`config.mk`:
```
export PLATFORM = sky130hd
export DESIGN_NAME = id_fetch_sink
export DESIGN_NICKNAME = d
export VERILOG_FILES = /design/src/rtl/id_fetch_sink.sv
export SDC_FILE = /design/constraint.sdc
export NUM_CORES = 1
export LEC_CHECK = 0
export ABC_AREA = 1
export BUFFER_PORTS_ARGS = -buffer_cell sky130_fd_sc_hd__buf_2
export CORE_ASPECT_RATIO = 1.5
export CORE_MARGIN = 5
export CORE_UTILIZATION = 46
export DETAILED_ROUTE_END_ITERATION = 16
export PLACE_DENSITY = 0.83
export SLEW_MARGIN = 10
export SYNTH_ARGS = -nofsm -noshare
export SYNTH_HDL_FRONTEND = slang
export SYNTH_SLANG_ARGS = --single-unit
```
`constraint.sdc`:
```
create_clock -name clk -period 2.9 [get_ports clk]
set_input_delay 0.29 -clock clk [delete_from_list [all_inputs] [get_ports clk]]
set_output_delay 0.29 -clock clk [all_outputs]
set_load 0.02 [all_outputs]
```
`src/rtl/id_fetch_sink.sv`:
```
// ID-side endpoint of the IF<->ID fetch interface: IF/ID register, redirect decode and wrong-path squash.
// Optional redirect/squash counters are enabled by defining REDIRECT_COUNT_EN.
module id_fetch_sink #(
    parameter logic [31:0] NOP_INSTR = 32'h0000_0000
`ifdef REDIRECT_COUNT_EN
    ,
    parameter int unsigned CNT_W = 16
`endif
) (
    input  logic        clk,
    input  logic        rst,
    input  logic [31:0] instruction,
    input  logic [31:0] pc2id,
    input  logic        stall,
    input  logic        flush,
    input  logic [31:0] rs_data,
    input  logic [31:0] rt_data,
    output logic [31:0] id_instr,
    output logic [31:0] id_pc4,
    output logic        id_valid,
    output logic [31:0] branch_adder,
    output logic [25:0] jmp_addr,
    output logic [1:0]  Jmp,
    output logic        and_z_b,
    output logic [31:0] address_on_reg
`ifdef REDIRECT_COUNT_EN
    ,
    output logic [CNT_W-1:0] redirect_cnt,
    output logic [CNT_W-1:0] squash_cnt
`endif
);

    typedef enum logic {
        ST_RUN    = 1'b0,
        ST_SQUASH = 1'b1
    } state_e;

    localparam logic [5:0] OP_SPECIAL = 6'b000000;
    localparam logic [5:0] OP_J       = 6'b000010;
    localparam logic [5:0] OP_JAL     = 6'b000011;
    localparam logic [5:0] OP_BEQ     = 6'b000100;
    localparam logic [5:0] OP_BNE     = 6'b000101;
    localparam logic [5:0] FN_JR      = 6'b001000;
    localparam logic [5:0] FN_JALR    = 6'b001001;

    localparam logic [1:0] JMP_SEQ = 2'b00;
    localparam logic [1:0] JMP_IMM = 2'b01;
    localparam logic [1:0] JMP_REG = 2'b10;

    state_e      state_q, state_d;
    logic [31:0] instr_q, instr_d;
    logic [31:0] pc4_q, pc4_d;
    logic        valid_q, valid_d;

    logic        decode_en;
    logic        redirect;
    logic [5:0]  opcode;
    logic [5:0]  funct;
    logic [15:0] imm16;

    assign opcode = instr_q[31:26];
    assign funct  = instr_q[5:0];
    assign imm16  = instr_q[15:0];

    // A bubble, a stalled slot, or a slot being reset this cycle never redirects.
    assign decode_en = valid_q && !stall && rst;

    always_comb begin
        // NOTE: every output of a combinational block gets a default first, so no path infers a latch.
        Jmp     = JMP_SEQ;
        and_z_b = 1'b0;
        if (decode_en) begin
            unique case (opcode)
                OP_BEQ:         and_z_b = (rs_data == rt_data);
                OP_BNE:         and_z_b = (rs_data != rt_data);
                OP_J, OP_JAL:   Jmp = JMP_IMM;
                OP_SPECIAL: begin
                    if (funct == FN_JR || funct == FN_JALR) begin
                        Jmp = JMP_REG;
                    end
                end
                default: ;
            endcase
        end
    end

    assign redirect = and_z_b | (Jmp != JMP_SEQ);

    always_comb begin
        state_d = state_q;
        instr_d = instr_q;
        pc4_d   = pc4_q;
        valid_d = valid_q;
        if (flush) begin
            state_d = ST_SQUASH;
            valid_d = 1'b0;
            instr_d = instruction;
            pc4_d   = pc2id;
        end else if (!stall) begin
            instr_d = instruction;
            pc4_d   = pc2id;
            unique case (state_q)
                ST_RUN: begin
                    // The instruction arriving with a taken redirect is wrong-path: keep it as a bubble.
                    if (redirect) begin
                        state_d = ST_SQUASH;
                        valid_d = 1'b0;
                    end else begin
                        state_d = ST_RUN;
                        valid_d = 1'b1;
                    end
                end
                ST_SQUASH: begin
                    state_d = ST_RUN;
                    valid_d = 1'b1;
                end
                default: begin
                    state_d = ST_SQUASH;
                    valid_d = 1'b0;
                end
            endcase
        end
    end

    always_ff @(posedge clk) begin
        // NOTE: reset is synchronous and active-low; only control state needs clearing, but the
        //       instruction register is reset too so a reset bubble decodes as NOP_INSTR.
        if (!rst) begin
            state_q <= ST_SQUASH;
            instr_q <= NOP_INSTR;
            pc4_q   <= 32'h0000_0000;
            valid_q <= 1'b0;
        end else begin
            // NOTE: sequential state uses non-blocking assignments so all flops update together.
            state_q <= state_d;
            instr_q <= instr_d;
            pc4_q   <= pc4_d;
            valid_q <= valid_d;
        end
    end

    assign id_instr       = valid_q ? instr_q : NOP_INSTR;
    assign id_pc4         = pc4_q;
    assign id_valid       = valid_q;
    assign branch_adder   = pc4_q + {{14{imm16[15]}}, imm16, 2'b00};
    assign jmp_addr       = instr_q[25:0];
    assign address_on_reg = rs_data;

`ifdef REDIRECT_COUNT_EN
    localparam logic [CNT_W-1:0] CNT_MAX = '1;

    logic [CNT_W-1:0] redirect_cnt_q, redirect_cnt_d;
    logic [CNT_W-1:0] squash_cnt_q, squash_cnt_d;
    logic             squash_load;

    assign squash_load = flush | redirect;

    always_comb begin
        redirect_cnt_d = redirect_cnt_q;
        squash_cnt_d   = squash_cnt_q;
        if (redirect && redirect_cnt_q != CNT_MAX) begin
            redirect_cnt_d = redirect_cnt_q + CNT_W'(1);
        end
        if (squash_load && squash_cnt_q != CNT_MAX) begin
            squash_cnt_d = squash_cnt_q + CNT_W'(1);
        end
    end

    always_ff @(posedge clk) begin
        if (!rst) begin
            redirect_cnt_q <= '0;
            squash_cnt_q   <= '0;
        end else begin
            redirect_cnt_q <= redirect_cnt_d;
            squash_cnt_q   <= squash_cnt_d;
        end
    end

    assign redirect_cnt = redirect_cnt_q;
    assign squash_cnt   = squash_cnt_q;
`endif

endmodule

```
==> results.sh <==
export IMPL_grt_pass1_vias=5683
export IMPL_crit_buf_inv=2
export IMPL_die_width_um=97.2
export IMPL_cp_data_arrival_time_ps=2480
export IMPL_cts_buffers=9
export IMPL_synth_ff_type="dfxtp_1"
export IMPL_cts_tree="done"
export IMPL_slew_headroom_pct=33.3
export IMPL_postRouteWirelength_mm=17.2
export IMPL_worstHoldStart="pc2id[0]"
export IMPL_clk_pin_slew_ps=50
export IMPL_required_ps=2610
export IMPL_cts_root_buf="clkbuf_16"
export IMPL_final_nets=1184
export IMPL_drt_vias_per_instance=4.89
export IMPL_post_place_ws_ps=349
export IMPL_syn_area_um2=5240
export IMPL_num_antenna_cells=0
export IMPL_grt_total_usage_pct=24.5
export IMPL_critical_path_cell_chain="ha_2 > inv_1 > fa_2 > o21ai_2 > a21oi_4 > o21ai_4 > nand2_2 > nand2_4 > nand2_2 > nand3_2 > xor2_1 > buf_4"
export IMPL_critPathKind="reg -> out"
export IMPL_layout_common_cells="buf_2, nand2_1, nor2_1"
export IMPL_finish_utilization_pct=59.8
export IMPL_holdWs_ps=215
export IMPL_path_delay_family="adder cells"
export IMPL_layout_commonest_cell="buf_2"
export IMPL_regToRegStartpoint="id_valid"
export IMPL_max_cap_violations=0
export IMPL_drtIter0Drc=194
export IMPL_ys_async_sr_fraction_pct=0
export IMPL_synth_edf_count=0
export IMPL_wl_met3_mm=1.51
export IMPL_worstPathMaxFanout=4
export IMPL_fmax_mhz=361
export IMPL_wl_met2_mm=8.63
export IMPL_maxSlewViolCount=0
export IMPL_coreArea_um2=11100
export IMPL_num_rows=47
export IMPL_grt_pass1_wl_mm=27.5
export IMPL_end_kind="primary output"
export IMPL_synth_nets=963
export IMPL_min_path_type="in -> reg"
export IMPL_initial_core_util_pct=47.2
export IMPL_drc=0
export IMPL_ant_nets=0
export IMPL_die_area_um2=13700
export IMPL_rsz0062_at_grt="no"
export IMPL_dp_hpwl_mm=14.2
export IMPL_cpMaxStageDelayCell="fa_2"
export IMPL_num_vias=5745
export IMPL_globalplace_congestion=0.988
export IMPL_port_buffers=289
export IMPL_vdd_ir_drop_max_uv=331
export IMPL_cts_htree_levels=3
export IMPL_cp_startpoint="instr_q[0]"
export IMPL_ys_ff_latch=66
export IMPL_antenna_found_initial=2
export IMPL_finalCritPeriodShare_pct=95.5
export IMPL_clock_sinks=66
export IMPL_grt_ovfl_total=0
export IMPL_timing_final_ws_setup_ps=129
export IMPL_status="finished clean"
export IMPL_skew_ps=2.97
export IMPL_seq_area_frac_synth_pct=25.2
export IMPL_ios=290
export IMPL_setup_viol=0
export IMPL_wl_met1_mm=6.56
export IMPL_hold_viol=0
export IMPL_tightest_slew_ps=998
export IMPL_drive_gt1_share_pct=33.8
export IMPL_routed_top_layer="met5"
export IMPL_slowest_delay_ps=360
export IMPL_wl_per_cell_um=14.7
export IMPL_tns_ps=0
export IMPL_crit_top_cell="nand2_2"
export IMPL_synth_cell_type_count=47
export IMPL_grt_max_degree=71
export IMPL_finalCriticalPeriod_ps=2770
export IMPL_die_y_um=141
export IMPL_insertion_delay_ps=320
export IMPL_synthToLayoutAreaGrowth_pct=26.9
export IMPL_start_kind="flop"
export IMPL_syn_inst=801
export IMPL_yosysWarnings=0
export IMPL_first_pass_iters=4
export IMPL_syn_area_per_cell_um2=6.54
export IMPL_clk_path_buf_depth=2
export IMPL_stdcell_area_um2=6650
export IMPL_powerDensity_nw_per_um2=466
export IMPL_placed_area_um2=6360
export IMPL_leakagePower_nw=3.95
worst register-to-register path, cell delays in order, from the launching register on:
cell and delay (ps):
dfxtp_1 560, nand3_1 200, nor4_1 320, nor2_1 100, nand2_1 80, nand2_1 70
nand2_1 60, a21oi_1 50
layer usage:
metal	GRT usage, %	up-vias
met2	43.8	248
met3	6.92	47
met1	27.3	2534
li1	-	2912
met4	9.69	4
met5	0	-
synth_stat cells (2+ instances only):
cell type | count | area (um^2)
nand2_1 | 154 | 578
nor2_1 | 152 | 571
inv_1 | 86 | 323
o21ai_0 | 69 | 345
dfxtp_1 | 66 | 1320
buf_4 | 60 | 450
a21oi_1 | 34 | 170
ha_1 | 29 | 363
xnor2_1 | 29 | 254
clkbuf_1 | 20 | 75.1
xor2_1 | 17 | 149
nand3_1 | 9 | 45.0
nand2_2 | 8 | 50.1
nor3_1 | 8 | 40.0
o21ai_1 | 7 | 35.0
nand3_2 | 4 | 40.0
a21oi_2 | 3 | 26.3
nand4_1 | 3 | 18.8
nor4_1 | 3 | 18.8
a21boi_1 | 2 | 15.0
a21o_1 | 2 | 15.0
a21oi_4 | 2 | 32.5
a31oi_1 | 2 | 12.5
buf_1 | 2 | 7.51
buf_2 | 2 | 10.0
inv_2 | 2 | 7.51
nor2_2 | 2 | 12.5
o211ai_1 | 2 | 15.0
o21ai_2 | 2 | 17.5
o21bai_1 | 2 | 15.0
o21bai_4 | 2 | 37.5
logic make-up (layout without fill, tap and decap cells):
family	count (synthesis)	count (layout)	synth area share [%]
AO/OA/AOI/OAI	135	135	15.2
XOR/XNOR	47	47	8.00
flip-flops	66	66	25.2
adder cells (fa/ha/maj)	30	30	7.30
buffers and inverters	173	399	16.7
AND/OR/NAND/NOR	350	350	27.6
stage by stage:
stage | power, mW | std cells
detailed placement | 2.13 | 1157
global placement | 2.12 | 1157
global route | 3.27 | 1174
CTS | 3.12 | 1173
floorplan | 1.80 | 801
finish | 3.10 | 1174
registers in the layout, indices dropped and copies added, names as in the netlist:
| name | flops |
|---|---|
| id_pc4 | 32 |
| instr_q | 32 |
| id_valid | 1 |
| state_q | 1 |
final cells by class:
| class | instances | area (um^2) |
|---|---|---|
| Fill cell | 1117 | 4460 |
| Multi-Input combinational cell | 562 | 3050 |
| Timing Repair Buffer | 294 | 1490 |
| Sequential cell | 66 | 1330 |
| Inverter | 89 | 334 |
| Clock buffer | 13 | 250 |
| Tap cell | 147 | 184 |
| Clock inverter | 3 | 15.0 |
final timing paths:
check / end / slack (ps) / cells past startpoint
max: branch_adder[30] / 130 / 12
min: id_pc4[0] / 210 / 3
max reg2reg: id_valid / 1360 / 7
min reg2reg: instr_q[29] / 490 / 2
power breakdown:
group / internal (mW) / leakage [nW] / switching, mW
clock: 0.598 / 0.133 / 0.381
sequential: 0.976 / 0.551 / 0.0715
combinational: 0.388 / 3.27 / 0.685
total: 1.96 / 3.95 / 1.14
repair_timing:
item / 4_1_cts / 5_1_grt
pin swaps: 1 / 2
setup buffers: 0 / 1
setup endpoints to repair: 1 / 9
hold buffers: 0 / 0
gates resized for setup: 0 / 8
Power figures use the tool's default switching activity.
